[config.mk]
export PLATFORM = sky130hd
export DESIGN_NAME = pipe_stage_skid
export DESIGN_NICKNAME = d
export VERILOG_FILES = /design/src/rtl/pipe_pkg.sv /design/src/rtl/pipe_data_reg.sv /design/src/rtl/pipe_stage_skid.sv
export SDC_FILE = /design/constraint.sdc
export NUM_CORES = 1
export LEC_CHECK = 0
export CAP_MARGIN = 20
export CORE_ASPECT_RATIO = 1.4
export CORE_MARGIN = 4
export CORE_UTILIZATION = 45
export CTS_BUF_LIST = sky130_fd_sc_hd__clkbuf_4 sky130_fd_sc_hd__clkbuf_8 sky130_fd_sc_hd__clkbuf_16
export CTS_CLUSTER_DIAMETER = 150
export DETAILED_ROUTE_END_ITERATION = 6
export PLACE_DENSITY = 0.73
export SYNTH_ARGS = -nofsm -noshare
export SYNTH_HDL_FRONTEND = slang
export SYNTH_SLANG_ARGS = --single-unit
[constraint.sdc]
create_clock -name clk -period 4.1 [get_ports clk]
set_input_delay 0.82 -clock clk [delete_from_list [all_inputs] [get_ports clk]]
set_output_delay 0.82 -clock clk [all_outputs]
set_load 0.02 [all_outputs]
[src/rtl/pipe_pkg.sv]
// Shared types and constants for the elastic pipeline stage.
//   skid_state_t   : occupancy of the stage (EMPTY / ONE / TWO held entries)
//   PIPE_PAYLOAD_W : default payload width in bits
package pipe_pkg;

    typedef enum logic [1:0] {
        EMPTY = 2'd0,
        ONE   = 2'd1,
        TWO   = 2'd2
    } skid_state_t;

    localparam int PIPE_PAYLOAD_W = 223;

endpackage

[src/rtl/pipe_data_reg.sv]
// Payload register with a load enable and an asynchronous active-low clear.
// It is used twice in the skid stage, once for the main entry and once for the skid entry.
// Ports:
//   clk   : rising-edge clock
//   reset : asynchronous active-low clear, drives q to 0
//   en    : load d at the next rising edge
//   d     : LENGTH-bit input payload
//   q     : LENGTH-bit registered payload
module pipe_data_reg
    import pipe_pkg::*;
#(
    parameter int LENGTH = PIPE_PAYLOAD_W
) (
    input  logic              clk,
    input  logic              reset,
    input  logic              en,
    input  logic [LENGTH-1:0] d,
    output logic [LENGTH-1:0] q
);

    logic [LENGTH-1:0] data_q;

    always_ff @(posedge clk or negedge reset) begin
        if (!reset) begin
            data_q <= '0;
        end else if (en) begin
            data_q <= d;
        end
    end

    assign q = data_q;

endmodule

[src/rtl/pipe_stage_skid.sv]
// Elastic pipeline stage with a valid/ready handshake on both sides.
// The stage holds up to two entries (main + skid). Because it has the extra skid slot,
// in_ready depends only on registered state, and upstream can still stream one word
// per cycle when the consumer applies backpressure late.
// Ports:
//   clk       : rising-edge clock
//   reset     : asynchronous active-low reset (state EMPTY, data cleared)
//   flush     : drop every held entry at the next edge; this takes priority over all other events
//   in_valid  : producer presents in_data
//   in_ready  : stage can accept (state != TWO)
//   in_data   : producer payload
//   out_valid : out_data holds a valid entry (state != EMPTY)
//   out_ready : consumer takes out_data this cycle
//   out_data  : oldest held payload (main register)
module pipe_stage_skid
    import pipe_pkg::*;
#(
    parameter int LENGTH = PIPE_PAYLOAD_W
) (
    input  logic              clk,
    input  logic              reset,
    input  logic              flush,
    input  logic              in_valid,
    output logic              in_ready,
    input  logic [LENGTH-1:0] in_data,
    output logic              out_valid,
    input  logic              out_ready,
    output logic [LENGTH-1:0] out_data
);

    skid_state_t       state_q;
    skid_state_t       state_d;
    logic [LENGTH-1:0] main_q;
    logic [LENGTH-1:0] main_d;
    logic [LENGTH-1:0] skid_q;
    logic              main_en;
    logic              skid_en;
    logic              accept;
    logic              drain;

    assign accept = in_valid && in_ready;
    assign drain  = out_valid && out_ready;

    // State register
    always_ff @(posedge clk or negedge reset) begin
        if (!reset) begin
            state_q <= EMPTY;
        end else begin
            state_q <= state_d;
        end
    end

    // Next-state logic. During a flush, any concurrent drain is treated as taken and any
    // concurrent accept is dropped. Both cases come out right because the stage goes to EMPTY.
    always_comb begin
        state_d = state_q;
        if (flush) begin
            state_d = EMPTY;
        end else begin
            case (state_q)
                EMPTY: if (accept) state_d = ONE;
                ONE: begin
                    if (accept && !drain)      state_d = TWO;
                    else if (!accept && drain) state_d = EMPTY;
                end
                TWO:     if (drain) state_d = ONE;
                default: state_d = EMPTY;
            endcase
        end
    end

    // Output and datapath decode.
    // main loads new data when it will be empty after this edge or is being drained while a new
    // word arrives. The word comes from the skid slot when the stage leaves TWO, so order is kept.
    // skid loads only when a second word arrives and the consumer does not drain.
    // A flush leaves both data registers unchanged.
    always_comb begin
        in_ready  = (state_q != TWO);
        out_valid = (state_q != EMPTY);
        main_en   = 1'b0;
        skid_en   = 1'b0;
        main_d    = in_data;
        if (!flush) begin
            case (state_q)
                EMPTY: main_en = accept;
                ONE: begin
                    main_en = accept && drain;
                    skid_en = accept && !drain;
                end
                TWO: begin
                    main_en = drain;
                    main_d  = skid_q;
                end
                default: ;
            endcase
        end
    end

    pipe_data_reg #(.LENGTH(LENGTH)) u_main (
        .clk   (clk),
        .reset (reset),
        .en    (main_en),
        .d     (main_d),
        .q     (main_q)
    );

    pipe_data_reg #(.LENGTH(LENGTH)) u_skid (
        .clk   (clk),
        .reset (reset),
        .en    (skid_en),
        .d     (in_data),
        .q     (skid_q)
    );

    assign out_data = main_q;

endmodule

# == Word level (Yosys, flattened, before mapping) ==
# Index checks and enable logic that the tools add are counted.
# word_totals
inputBits,228
register_bits,448
output_inout_bits,225
word_cells,31
# op_classes
n_reduce_logical,10
muxes,12
n_eq_ne,6
# ops
op,count
$mux 223,2
$mux 2,5
$ne 3x3->1 const B,2
$pmux 2 s3,1
$logic_and 1x1->1,5
$ne 4x4->1 const B,1
$mux 1,3
$pmux 1 s3,1
$reduce_and 3->1,1
$eq 2x1->1 const B,1
$eq 2x2->1 const B,1
$logic_not 1->1,2
$logic_not 2->1,1
$ne 2x2->1 const B,1
$reduce_bool 2->1,1

# == Depth between registers and ports, before layout ==
# logic_depth
depth_word,8
ltp_mapped,6
depth_no_buf,3

# == Hierarchy ==
# From an unflattened synthesis, not the netlist that was laid out.
# unflattened
hier_cells,1204
area_unflattened_um2,21637.0
# by_module_without_submodules
module,seq_area_each_um2,area_per_inst_um2,cells_per_inst,n_inst
pipe_data_reg,5580.4,8979.9,471,2
pipe_stage_skid,50.0,3677.3,262,1

# == Worst setup path before layout ==
# No wires, ideal clock.
# synth_timing
path_kind,input-to-reg
startpoint,in flush
endpoint,reg u_main.data_q[100] (netlist: u_main.q[100])
path_stages,6
setup_ns,0.125
path_slack_ns,1.837
n_path_buf,3
arrival_ns,2.138
required_time_ns,3.975
path_cell_list,or3b_1 > buf_2 > buf_6 > buf_6 > mux2_4 > mux2_2
# synth_between
elab_chain_cells,1
elab_cells_between_ends,2
cone_classes,mux: 2
# synth_rtl
item,line,source
"start, declared",pipe_stage_skid.sv:22,"input logic flush,"
$mux 223 or $mux 1 (tied branches),pipe_stage_skid.sv:83,if (!flush) begin
"end signal, assigned",pipe_data_reg.sv:25,data_q <= '0;
"end signal, assigned",pipe_data_reg.sv:27,data_q <= d;
"end, declared",pipe_data_reg.sv:21,logic [LENGTH-1:0] data_q;
# Several ways; a longest one is shown, not always the timed one.
# A chain may end at the register's enable or synchronous reset.

# == Final worst setup path ==
# layout_timing
startpoint,reg state_q[0]
endpoint,out out_valid
# layout_between
elab_chain_cells,1
# layout_rtl
item,line,source
"start, declared",pipe_stage_skid.sv:31,skid_state_t state_q;
"start signal, assigned",pipe_stage_skid.sv:49,state_q <= state_d;
$reduce_bool 2->1,pipe_stage_skid.sv:79,out_valid = (state_q != EMPTY);
"end, declared",pipe_stage_skid.sv:26,"output logic out_valid,"
# Every way passes these cells.

==> metrics.csv <==
metric;value;unit
fp-row-count;91;
cts_hold_buf;0;
layout_commonest_cell;mux2_2;
initial_core_util;0.454;
firstDrtPassIters;4;
ys_warn_count;0;
cts.sinks;448;
ys_ff_latch;448;
slew_viol_final;0;
reg2reg_to;u_main.q[103];
cts_buffer_depth;3;
final_cell_area;26700;µm²
ir_worst_vdd;0.440;mV
setup_viol;0;
place.detailed.hpwl;33600;µm
synth_area_leaders;dfrtp_1 56%, mux2_2 29%, mux2_4 12%, buf_2 1.4%, buf_6 1.0%;
rr_startpoint;state_q[1];
antenna_found_initial;9;
startpoint_type;flop;
drtIter0Drc;344;
fin_crit_sh;0.666;
maxCapViolations;0;
via_per_inst;5.15;
worst-r2r-cell-count;4;
dr_total_vias;11700;
hold_viol_final;0;
grt_remaining_overflow;0;
synth_cell_types;19;
die_w;186;µm
p_leak;11.7;nW
chipHeight;257;µm
path_cells;or2_2 -> clkdlybuf4s50_1;
end_kind;output pin;
routed_wl;47500;µm
crit_required;3.28;ns
grt_pass1_wl;73500;µm
layout_common_cells;507 x mux2_2, 451 x clkdlybuf4s50_1, 448 x dfrtp_1;
ctsResizeCount;0;
ios;453;
post-cts-setup-buffer-count;0;
utilization;0.608;
crit_fanout;7;
status;complete, no violations;
route.detailed.drc;0;
crit_arrival;1.91;ns
worstHoldPathType;primary input to asynchronous set/reset pin;
cts_buffers;44;
cts_tree;done;
maxSlewHeadroom;0.560;
dieArea;47800;µm²
path_clk_slew;0.06;ns
wl_per_cell;21.0;µm
grt_max_degree;103;
area_growth;34.0;%
drtAntennaViolNets;0;
grt_pass1_vias;13000;
syn_nets;1434;
synth_area_leader_cell;dfrtp_1;
final.min_clock_period;2.73;ns
cp_slowest_cell;clkdlybuf4s50_1;
crit_family;buffers and inverters;
syn_inst;1206;
syn_area;19900;µm²
yosysSeqAreaShare;0.562;
finalWorstSetupSlack;1.37;ns
syn_area_per_cell;16.5;µm²
place_congestion;0.778;
clk-insertion-delay-late;0.55;ns
path_class;flop to output pin;
p_per_area;514;nW/µm²
post-place-ws;0.891;ns
tightest_slew;0.660;ns
placed_cell_area;25200;µm²
path_buf_inv;1;
tns;0;ns
total_power;0.0137;W
htreeDepth;2;
synth_top_area_share;0.562;
clockRootBuffer;clkbuf_16;
core-area;43900;µm²
rsz0062_at_grt;no;
cp-startpoint;state_q[0];
skew;0.0177;ns
fmax;366;MHz
r2r_setup_slack;1.77;ns
nets;1891;
cp_slowest_stage_delay;0.57;ns
grt_usage;0.194;
drive_above_1_share;0.463;
portBuffers;452;
flip-flops by register name, summed over array words and instances (netlist names):
name,cells
u_skid.q,223
state_q,2
u_main.q,223
layout make-up:
type / instances / area (µm²)
clock inverter: 14 / 173
fill: 3380 / 17200
tap: 558 / 698
multi-input combinational: 683 / 8260
sequential: 448 / 11200
inverter: 1 / 3.75
clock buffer: 64 / 1340
antenna: 9 / 22.5
timing repair buffer: 485 / 5000
Yosys cell counts:
cell type,instances
mux2i_1,3
nor2_1,1
o21bai_1,1
mux2_2,507
o21ba_2,1
or3b_2,1
nand2_1,1
o32ai_2,1
clkbuf_1,2
inv_1,1
buf_6,18
nor4b_1,1
buf_2,54
or3b_1,1
dfrtp_1,448
a21oi_1,1
or2_2,1
nand2b_1,3
mux2_4,160
stage by stage:
| step | hold WS [ns] | instances |
|---|---|---|
| after floorplan | 0.477 | 1206 |
| after global placement | 0.485 | 2175 |
| after detailed placement | 0.493 | 2175 |
| after CTS | 0.282 | 2253 |
| after global routing | 0.302 | 2262 |
| final | 0.247 | 2262 |
power breakdown:
| part | leakage (nW) | total, W | switching [W] | internal [W] |
|---|---|---|---|---|
| Sequential | 5.38 | 0.00607 | 0.000562 | 0.00551 |
| Clock | 0.762 | 0.00421 | 0.00169 | 0.00251 |
| Combinational | 5.61 | 0.00346 | 0.00145 | 0.00200 |
| Total | 11.7 | 0.0137 | 0.00371 | 0.0100 |
worst max path at each step:
stage                          to  slack, ns  depth (start not counted)
detailed placement  u_main.q[167]       0.89                          5
finish                  out_valid       1.37                          2
floorplan           u_main.q[100]       1.84                          6
global route            out_valid       1.31                          2
global placement    u_main.q[113]       0.94                          5
CTS                     out_valid       1.34                          2
cells by family (layout without fill, tap and decap cells):
group                  count (synthesis)  count (layout)  synth area share
AO/OA/AOI/OAI                          4               4           0.00195
AND/OR/NAND/NOR                        9               9           0.00295
buffers and inverters                 75             564            0.0243
other                                  0               9                 0
flip-flops                           448             448             0.562
multiplexers                         670             670             0.408
layer usage:
layer  vias up  track usage  share of wire
met5         -            0              0
met2       310        0.351           0.53
met3        86       0.0505          0.061
li1       5249            -              -
met1      6015        0.210           0.36
met4         0       0.0846          0.042
Power figures use the tool's default switching activity.
